## src/rtl/timer_keypad_ctrl_if.sv

```systemverilog
// Timer-side link of the keypad controller: digit/load strobe, run control
// and the timer's zero flag.
interface timer_keypad_ctrl_if;
    logic [3:0] data;
    logic       loadn;
    logic       enable;
    logic       timer_clrn;
    logic       zero;

    modport master (
        output data,
        output loadn,
        output enable,
        output timer_clrn,
        input  zero
    );

    modport slave (
        input  data,
        input  loadn,
        input  enable,
        input  timer_clrn,
        output zero
    );
endinterface

```

## src/rtl/timer_keypad_ctrl.sv

```systemverilog
// Keypad/start/stop front panel for the min:sec countdown timer.
// Define TIMER_KEY_DEBOUNCE_EN to build the debouncers; without it the debounced value is the synchronized sample.
module timer_keypad_ctrl #(
    parameter int DEBOUNCE_CYCLES = 20,
    parameter int LOAD_CYCLES     = 2,
    parameter int MAX_DIGITS      = 3
) (
    input  logic                        clock,
    input  logic                        clrn,
    input  logic [9:0]                  keys_i,
    input  logic                        start_i,
    input  logic                        stop_i,
    output logic                        done_o,
    output logic [1:0]                  digits_o,
    timer_keypad_ctrl_if.master         timer
);

    localparam int NIN = 12;
    localparam logic [3:0] LOAD_INIT = 4'(LOAD_CYCLES);
    localparam logic [1:0] MAX_D     = 2'(MAX_DIGITS);

    // Parameter ranges are checked at elaboration; digits_o is only two bits wide.
    if (DEBOUNCE_CYCLES < 1 || DEBOUNCE_CYCLES > 255) begin : gBadDebounce
        $error("DEBOUNCE_CYCLES must be 1..255");
    end
    if (LOAD_CYCLES < 1 || LOAD_CYCLES > 15) begin : gBadLoad
        $error("LOAD_CYCLES must be 1..15");
    end
    if (MAX_DIGITS < 1 || MAX_DIGITS > 3) begin : gBadDigits
        $error("MAX_DIGITS must be 1..3");
    end

    typedef enum logic [1:0] {
        IDLE,
        RUNNING,
        PAUSED,
        DONE
    } state_t;

    logic [NIN-1:0] rawIn;
    logic [NIN-1:0] sync1_q;
    logic [NIN-1:0] sync2_q;
    logic [NIN-1:0] deb;
    logic [NIN-1:0] debPrev_q;

    assign rawIn = {stop_i, start_i, keys_i};

    always_ff @(posedge clock or negedge clrn) begin
        if (!clrn) begin
            sync1_q <= '0;
            sync2_q <= '0;
        end else begin
            sync1_q <= rawIn;
            sync2_q <= sync1_q;
        end
    end

`ifdef TIMER_KEY_DEBOUNCE_EN
    localparam logic [7:0] DEB_LAST = 8'(DEBOUNCE_CYCLES - 1);

    logic [NIN-1:0]      deb_q;
    logic [NIN-1:0][7:0] debCnt_q;

    // A bit flips only after the sample has disagreed DEBOUNCE_CYCLES edges in a row.
    always_ff @(posedge clock or negedge clrn) begin
        if (!clrn) begin
            deb_q    <= '0;
            debCnt_q <= '0;
        end else begin
            for (int i = 0; i < NIN; i++) begin
                if (sync2_q[i] == deb_q[i]) begin
                    debCnt_q[i] <= '0;
                end else if (debCnt_q[i] == DEB_LAST) begin
                    deb_q[i]    <= sync2_q[i];
                    debCnt_q[i] <= '0;
                end else begin
                    debCnt_q[i] <= debCnt_q[i] + 8'd1;
                end
            end
        end
    end

    assign deb = deb_q;
`else
    assign deb = sync2_q;
`endif

    always_ff @(posedge clock or negedge clrn) begin
        if (!clrn) begin
            debPrev_q <= '0;
        end else begin
            debPrev_q <= deb;
        end
    end

    logic [9:0] debKeys;
    logic       keysOneHot;
    logic       keyEvent;
    logic       startEvent;
    logic       stopEvent;
    logic [3:0] keyDigit;

    // A digit needs an all-zero previous vector, so a held or multi-key press fires at most once.
    assign debKeys    = deb[9:0];
    assign keysOneHot = (debKeys != '0) && ((debKeys & (debKeys - 10'd1)) == '0);
    assign keyEvent   = (debPrev_q[9:0] == '0) && keysOneHot;
    assign startEvent = deb[10] & ~debPrev_q[10];
    assign stopEvent  = deb[11] & ~debPrev_q[11];

    always_comb begin
        keyDigit = '0;
        for (int i = 0; i < 10; i++) begin
            if (debKeys[i]) begin
                keyDigit = 4'(i);
            end
        end
    end

    state_t     state_q;
    logic [3:0] data_q;
    logic [3:0] loadCnt_q;
    logic       loadn_q;
    logic       enable_q;
    logic       timerClrn_q;
    logic       done_q;
    logic [1:0] digits_q;

    // Event priority is stop, then start, then digit; a digit while loadn is low is dropped.
    always_ff @(posedge clock or negedge clrn) begin
        if (!clrn) begin
            state_q     <= IDLE;
            data_q      <= '0;
            loadCnt_q   <= '0;
            loadn_q     <= 1'b1;
            enable_q    <= 1'b0;
            timerClrn_q <= 1'b1;
            done_q      <= 1'b0;
            digits_q    <= '0;
        end else begin
            timerClrn_q <= 1'b1;

            if (!loadn_q) begin
                if (loadCnt_q == 4'd1) begin
                    loadn_q   <= 1'b1;
                    loadCnt_q <= '0;
                end else begin
                    loadCnt_q <= loadCnt_q - 4'd1;
                end
            end

            case (state_q)
                IDLE: begin
                    if (stopEvent) begin
                        timerClrn_q <= 1'b0;
                        digits_q    <= '0;
                    end else if (startEvent) begin
                        if (digits_q != '0) begin
                            state_q  <= RUNNING;
                            enable_q <= 1'b1;
                        end
                    end else if (keyEvent && loadn_q && (digits_q < MAX_D)) begin
                        data_q    <= keyDigit;
                        loadn_q   <= 1'b0;
                        loadCnt_q <= LOAD_INIT;
                        digits_q  <= digits_q + 2'd1;
                    end
                end
                RUNNING: begin
                    if (stopEvent) begin
                        state_q  <= PAUSED;
                        enable_q <= 1'b0;
                    end else if (timer.zero) begin
                        state_q  <= DONE;
                        enable_q <= 1'b0;
                        done_q   <= 1'b1;
                    end
                end
                PAUSED: begin
                    if (stopEvent) begin
                        state_q     <= IDLE;
                        timerClrn_q <= 1'b0;
                        digits_q    <= '0;
                    end else if (startEvent) begin
                        state_q  <= RUNNING;
                        enable_q <= 1'b1;
                    end
                end
                DONE: begin
                    if (stopEvent || keyEvent) begin
                        state_q     <= IDLE;
                        timerClrn_q <= 1'b0;
                        done_q      <= 1'b0;
                        digits_q    <= '0;
                    end
                end
                default: begin
                    state_q <= IDLE;
                end
            endcase
        end
    end

    assign timer.data       = data_q;
    assign timer.loadn      = loadn_q;
    assign timer.enable     = enable_q;
    assign timer.timer_clrn = timerClrn_q;
    assign done_o           = done_q;
    assign digits_o         = digits_q;

endmodule
```

## src/flat_wrapper.sv

```systemverilog
// flat-port wrapper written by rule: the top's interface ports become plain ports
module timer_keypad_ctrl_flat 
#(
    parameter int DEBOUNCE_CYCLES = 20,
    parameter int LOAD_CYCLES     = 2,
    parameter int MAX_DIGITS      = 3
)
  (clock, clrn, keys_i, start_i, stop_i, done_o, digits_o, timer_data, timer_loadn, timer_enable, timer_timer_clrn, timer_zero);
  timer_keypad_ctrl_if timer_i ();
  input  logic clock;
  input  logic clrn;
  input  logic [9:0] keys_i;
  input  logic start_i;
  input  logic stop_i;
  output logic done_o;
  output logic [1:0] digits_o;
  output wire logic [$bits(timer_i.data)-1:0] timer_data;
  output wire logic [$bits(timer_i.loadn)-1:0] timer_loadn;
  output wire logic [$bits(timer_i.enable)-1:0] timer_enable;
  output wire logic [$bits(timer_i.timer_clrn)-1:0] timer_timer_clrn;
  input wire logic [$bits(timer_i.zero)-1:0] timer_zero;
  assign timer_data = timer_i.data;
  assign timer_loadn = timer_i.loadn;
  assign timer_enable = timer_i.enable;
  assign timer_timer_clrn = timer_i.timer_clrn;
  assign timer_i.zero = timer_zero;
  timer_keypad_ctrl #(.DEBOUNCE_CYCLES(DEBOUNCE_CYCLES), .LOAD_CYCLES(LOAD_CYCLES), .MAX_DIGITS(MAX_DIGITS)) u_core (.clock(clock), .clrn(clrn), .keys_i(keys_i), .start_i(start_i), .stop_i(stop_i), .done_o(done_o), .digits_o(digits_o), .timer(timer_i));
endmodule
```

## config.mk

```make
export PLATFORM = sky130hd
export DESIGN_NAME = timer_keypad_ctrl_flat
export DESIGN_NICKNAME = d
export VERILOG_FILES = /design/src/rtl/timer_keypad_ctrl_if.sv /design/src/rtl/timer_keypad_ctrl.sv /design/src/flat_wrapper.sv
export SDC_FILE = /design/constraint.sdc
export NUM_CORES = 1
export LEC_CHECK = 0
export CORE_UTILIZATION = 51
export CTS_BUF_LIST = sky130_fd_sc_hd__clkbuf_4
export DETAILED_ROUTE_END_ITERATION = 10
export PLACE_DENSITY = 0.77
export SETUP_SLACK_MARGIN = 0.2
export SLEW_MARGIN = 40
export SYNTH_ARGS = -nofsm -noshare
export SYNTH_HDL_FRONTEND = slang
export SYNTH_SLANG_ARGS = --single-unit
```

## constraint.sdc

```tcl
create_clock -name clock -period 2.5 [get_ports clock]
set_input_delay 0.625 -clock clock [delete_from_list [all_inputs] [get_ports clock]]
set_output_delay 0.625 -clock clock [all_outputs]
set_load 0.05 [all_outputs]
```

==> flow_metrics.env <==
export IMPL_worst_setup_path_type="flop to flop"
export IMPL_antenna_found_initial=0
export IMPL_powerDensity_mw_per_mm2=598
export IMPL_synth_edf_count=0
export IMPL_layout_commonest_cell="dfrtp_1"
export IMPL_drt_iter0_drc=47
export IMPL_dpl_hpwl_um=2520
export IMPL_clock_latency_ns=0.36
export IMPL_tns_ns=0
export IMPL_io_pins=25
export IMPL_wl_per_cell_um=14.8
export IMPL_power_frac_seq=0.644
export IMPL_rr_worst_depth=5
export IMPL_area_growth_syn_to_layout_pct=22.9
export IMPL_syn_cell_area_mm2=0.00196
export IMPL_combinationalPowerShare=0.108
export IMPL_hold_class="input pin to async pin"
export IMPL_yosys_warnings=0
export IMPL_grt_setup_unrepaired="yes"
export IMPL_swShare=0.266
export IMPL_ys_types=40
export IMPL_period_share=0.913
export IMPL_grt_pass1_vias=1353
export IMPL_tightestPinTransition_ns=0.518
export IMPL_rows=22
export IMPL_fin_crit_ns=2.28
export IMPL_synth_cells=153
export IMPL_grt_usage=0.197
export IMPL_n_antenna_cell=0
export IMPL_cts_max_path_buffers=2
export IMPL_cts_hold_buf=0
export IMPL_syn_nets=172
export IMPL_drive_gt1_frac=0.192
export IMPL_async_reset_ff_frac=1.00
export IMPL_htreeDepth=2
export IMPL_max_freq_ghz=0.438
export IMPL_cp_required_ns=2.78
export IMPL_drc=0
export IMPL_worstSetupStartpoint="u_core.deb[5]"
export IMPL_cts_tree="done"
export IMPL_numCtsBuffers=5
export IMPL_status="complete, no violations"
export IMPL_nNetsFinal=212
export IMPL_grt_pass1_wl_um=5970
export IMPL_slew_viol_final=0
export IMPL_root_buffer="clkbuf_4"
export IMPL_reg2reg_slack_ns=0.22
export IMPL_drv_cap=0
export IMPL_port_buffers=24
export IMPL_dr_pass1_iters=4
export IMPL_overflow=0
export IMPL_synth_seq_cells=52
export IMPL_relSlewSlack=0.654
export IMPL_r2r_end="u_core.digits_o[1]"
export IMPL_dominantRegCellSynth="dfrtp_1"
export IMPL_worstSetupEndpointType="flop"
export IMPL_clkPwrFrac=0.248
export IMPL_cp_arrival_ns=2.56
export IMPL_final_hold_viol_count=0
export IMPL_grt_max_degree=38
export IMPL_p_total_mw=1.44
export IMPL_yosysSeqAreaShare=0.665
export IMPL_intPower_mw=1.06
export IMPL_ant_nets=0
export IMPL_clock_sinks=52
export IMPL_wl_um=3570
export IMPL_dieArea_mm2=0.00409
export IMPL_setup_viol=0
export IMPL_initial_core_util=0.535
export IMPL_r2r_start="u_core.deb[5]"
export IMPL_num_vias=1290
export IMPL_cp_start_kind="flop"
export IMPL_crit_path_max_fanout=4
export IMPL_final_cell_mix="47 x dfrtp_1, 19 x clkdlybuf4s50_1, 18 x nor2_1"
export IMPL_vdd_drop_max_mv=0.450
export IMPL_power_switching_mw=0.383
export IMPL_die_y_um=64.0
export IMPL_syn_area_per_cell_um2=12.8
export IMPL_finClkSkew_ns=0.00684
export IMPL_p_leak_nw=1.07
export IMPL_vias_per_cell=5.35
export IMPL_endpoint="u_core.digits_o[1]"
export IMPL_place_gp_congestion=0.954
export IMPL_clk_pin_slew_ns=0.14
export IMPL_dieWidth_um=64.0
export IMPL_fp_coreArea_mm2=0.00366
worst max-delay path, cell delays in order, from the launching register on:
cell and delay [ns]:
dfrtp_2 0.45, or4_4 0.53, a211o_1 0.25, and3_4 0.18, or4_2 0.69, o311ai_2 0.09
sequential cells by signal, summed over array words and instances, names as in the netlist:
| register | cells |
|---|---|
| u_core.deb | 12 |
| u_core.debPrev_q | 12 |
| u_core.digits_o | 2 |
| u_core.done_o | 1 |
| u_core.loadCnt_q | 4 |
| u_core.state_q | 2 |
| u_core.sync1_q | 12 |
| u_core.timer.data | 4 |
| u_core.timer.enable | 1 |
| u_core.timer.loadn | 1 |
| u_core.timer.timer_clrn | 1 |
cell usage after synthesis, types with 3 or more instances:
master   number  area, um2
a21oi_1       6       30.0
or4_1         3       22.5
nor2_1       18       67.6
ha_1          4       50.1
nor3_1        5       25.0
inv_1        13       48.8
nand3_1       4       20.0
nor4_1        3       18.8
o22ai_1       3       18.8
dfrtp_1      50       1250
nand2_1       4       15.0
o21ai_0       3       15.0
mux2i_1       3       30.0
per-layer routing:
| layer | track usage | vias up | part of all wire | routed length (um) |
|---|---|---|---|---|
| met5 | 0 | - | 0 | 0 |
| met1 | 0.229 | 641 | 0.40 | 1430 |
| met3 | 0.0571 | 7 | 0.033 | 118 |
| met2 | 0.346 | 25 | 0.55 | 1970 |
| met4 | 0.0653 | 0 | 0.015 | 54 |
| li1 | - | 617 | - | - |
power groups by stage:
stage	logic, mW	registers (mW)	clock network [mW]
floorplan	0.0746	0.943	0
global placement	0.143	0.937	0
detailed placement	0.148	0.942	0
CTS	0.155	0.924	0.371
global route	0.170	0.932	0.418
finish	0.156	0.926	0.357
through the flow:
step / instances / cell area (um2) / utilization / hold slack, ns / setup slack, ns
floorplan: 153 / 1960 / - / 0.329 / 0.231
global placement: 228 / 2280 / 0.622 / 0.333 / 0.217
detailed placement: 228 / 2280 / 0.622 / 0.335 / 0.142
CTS: 238 / 2360 / 0.645 / 0.334 / 0.208
global route: 241 / 2410 / 0.658 / 0.183 / 0.178
finish: 241 / 2410 / 0.658 / 0.195 / 0.218
worst min path at each step:
stage,start,to,cells after the start
2_1_floorplan,clrn,u_core.debPrev_q[0],0
3_3_place_gp,u_core.sync1_q[7],u_core.deb[7],0
3_5_place_dp,u_core.sync1_q[2],u_core.deb[2],0
4_1_cts,clrn,u_core.digits_o[1],1
5_1_grt,clrn,u_core.timer.enable,1
6_report,clrn,u_core.debPrev_q[7],1
cell families (layout without fill, tap and decap cells):
family,Yosys count,after routing,share of synthesized area
muxes,5,5,0.0307
buffers and inverters,14,54,0.0307
AOI/OAI and AO/OA,29,29,0.107
xor gates and xnor gates,2,2,0.00894
and+or+nand+nor,47,47,0.132
adders and majority gates,4,4,0.0255
DFF,52,52,0.665
cell type report:
cell class | instances | area, um2
Clock buffer | 5 | 37.5
Clock inverter | 2 | 16.3
Fill cell | 256 | 1250
Inverter | 13 | 48.8
Multi-Input combinational cell | 87 | 622
Sequential cell | 52 | 1310
Tap cell | 48 | 60.1
Timing Repair Buffer | 34 | 315
timing repair:
item,in CTS,in global routing
pin swaps,0,5
setup endpoints to repair,7,11
buffers inserted,3,3
gates resized for setup,6,6
(Power assumes the default switching activity.)
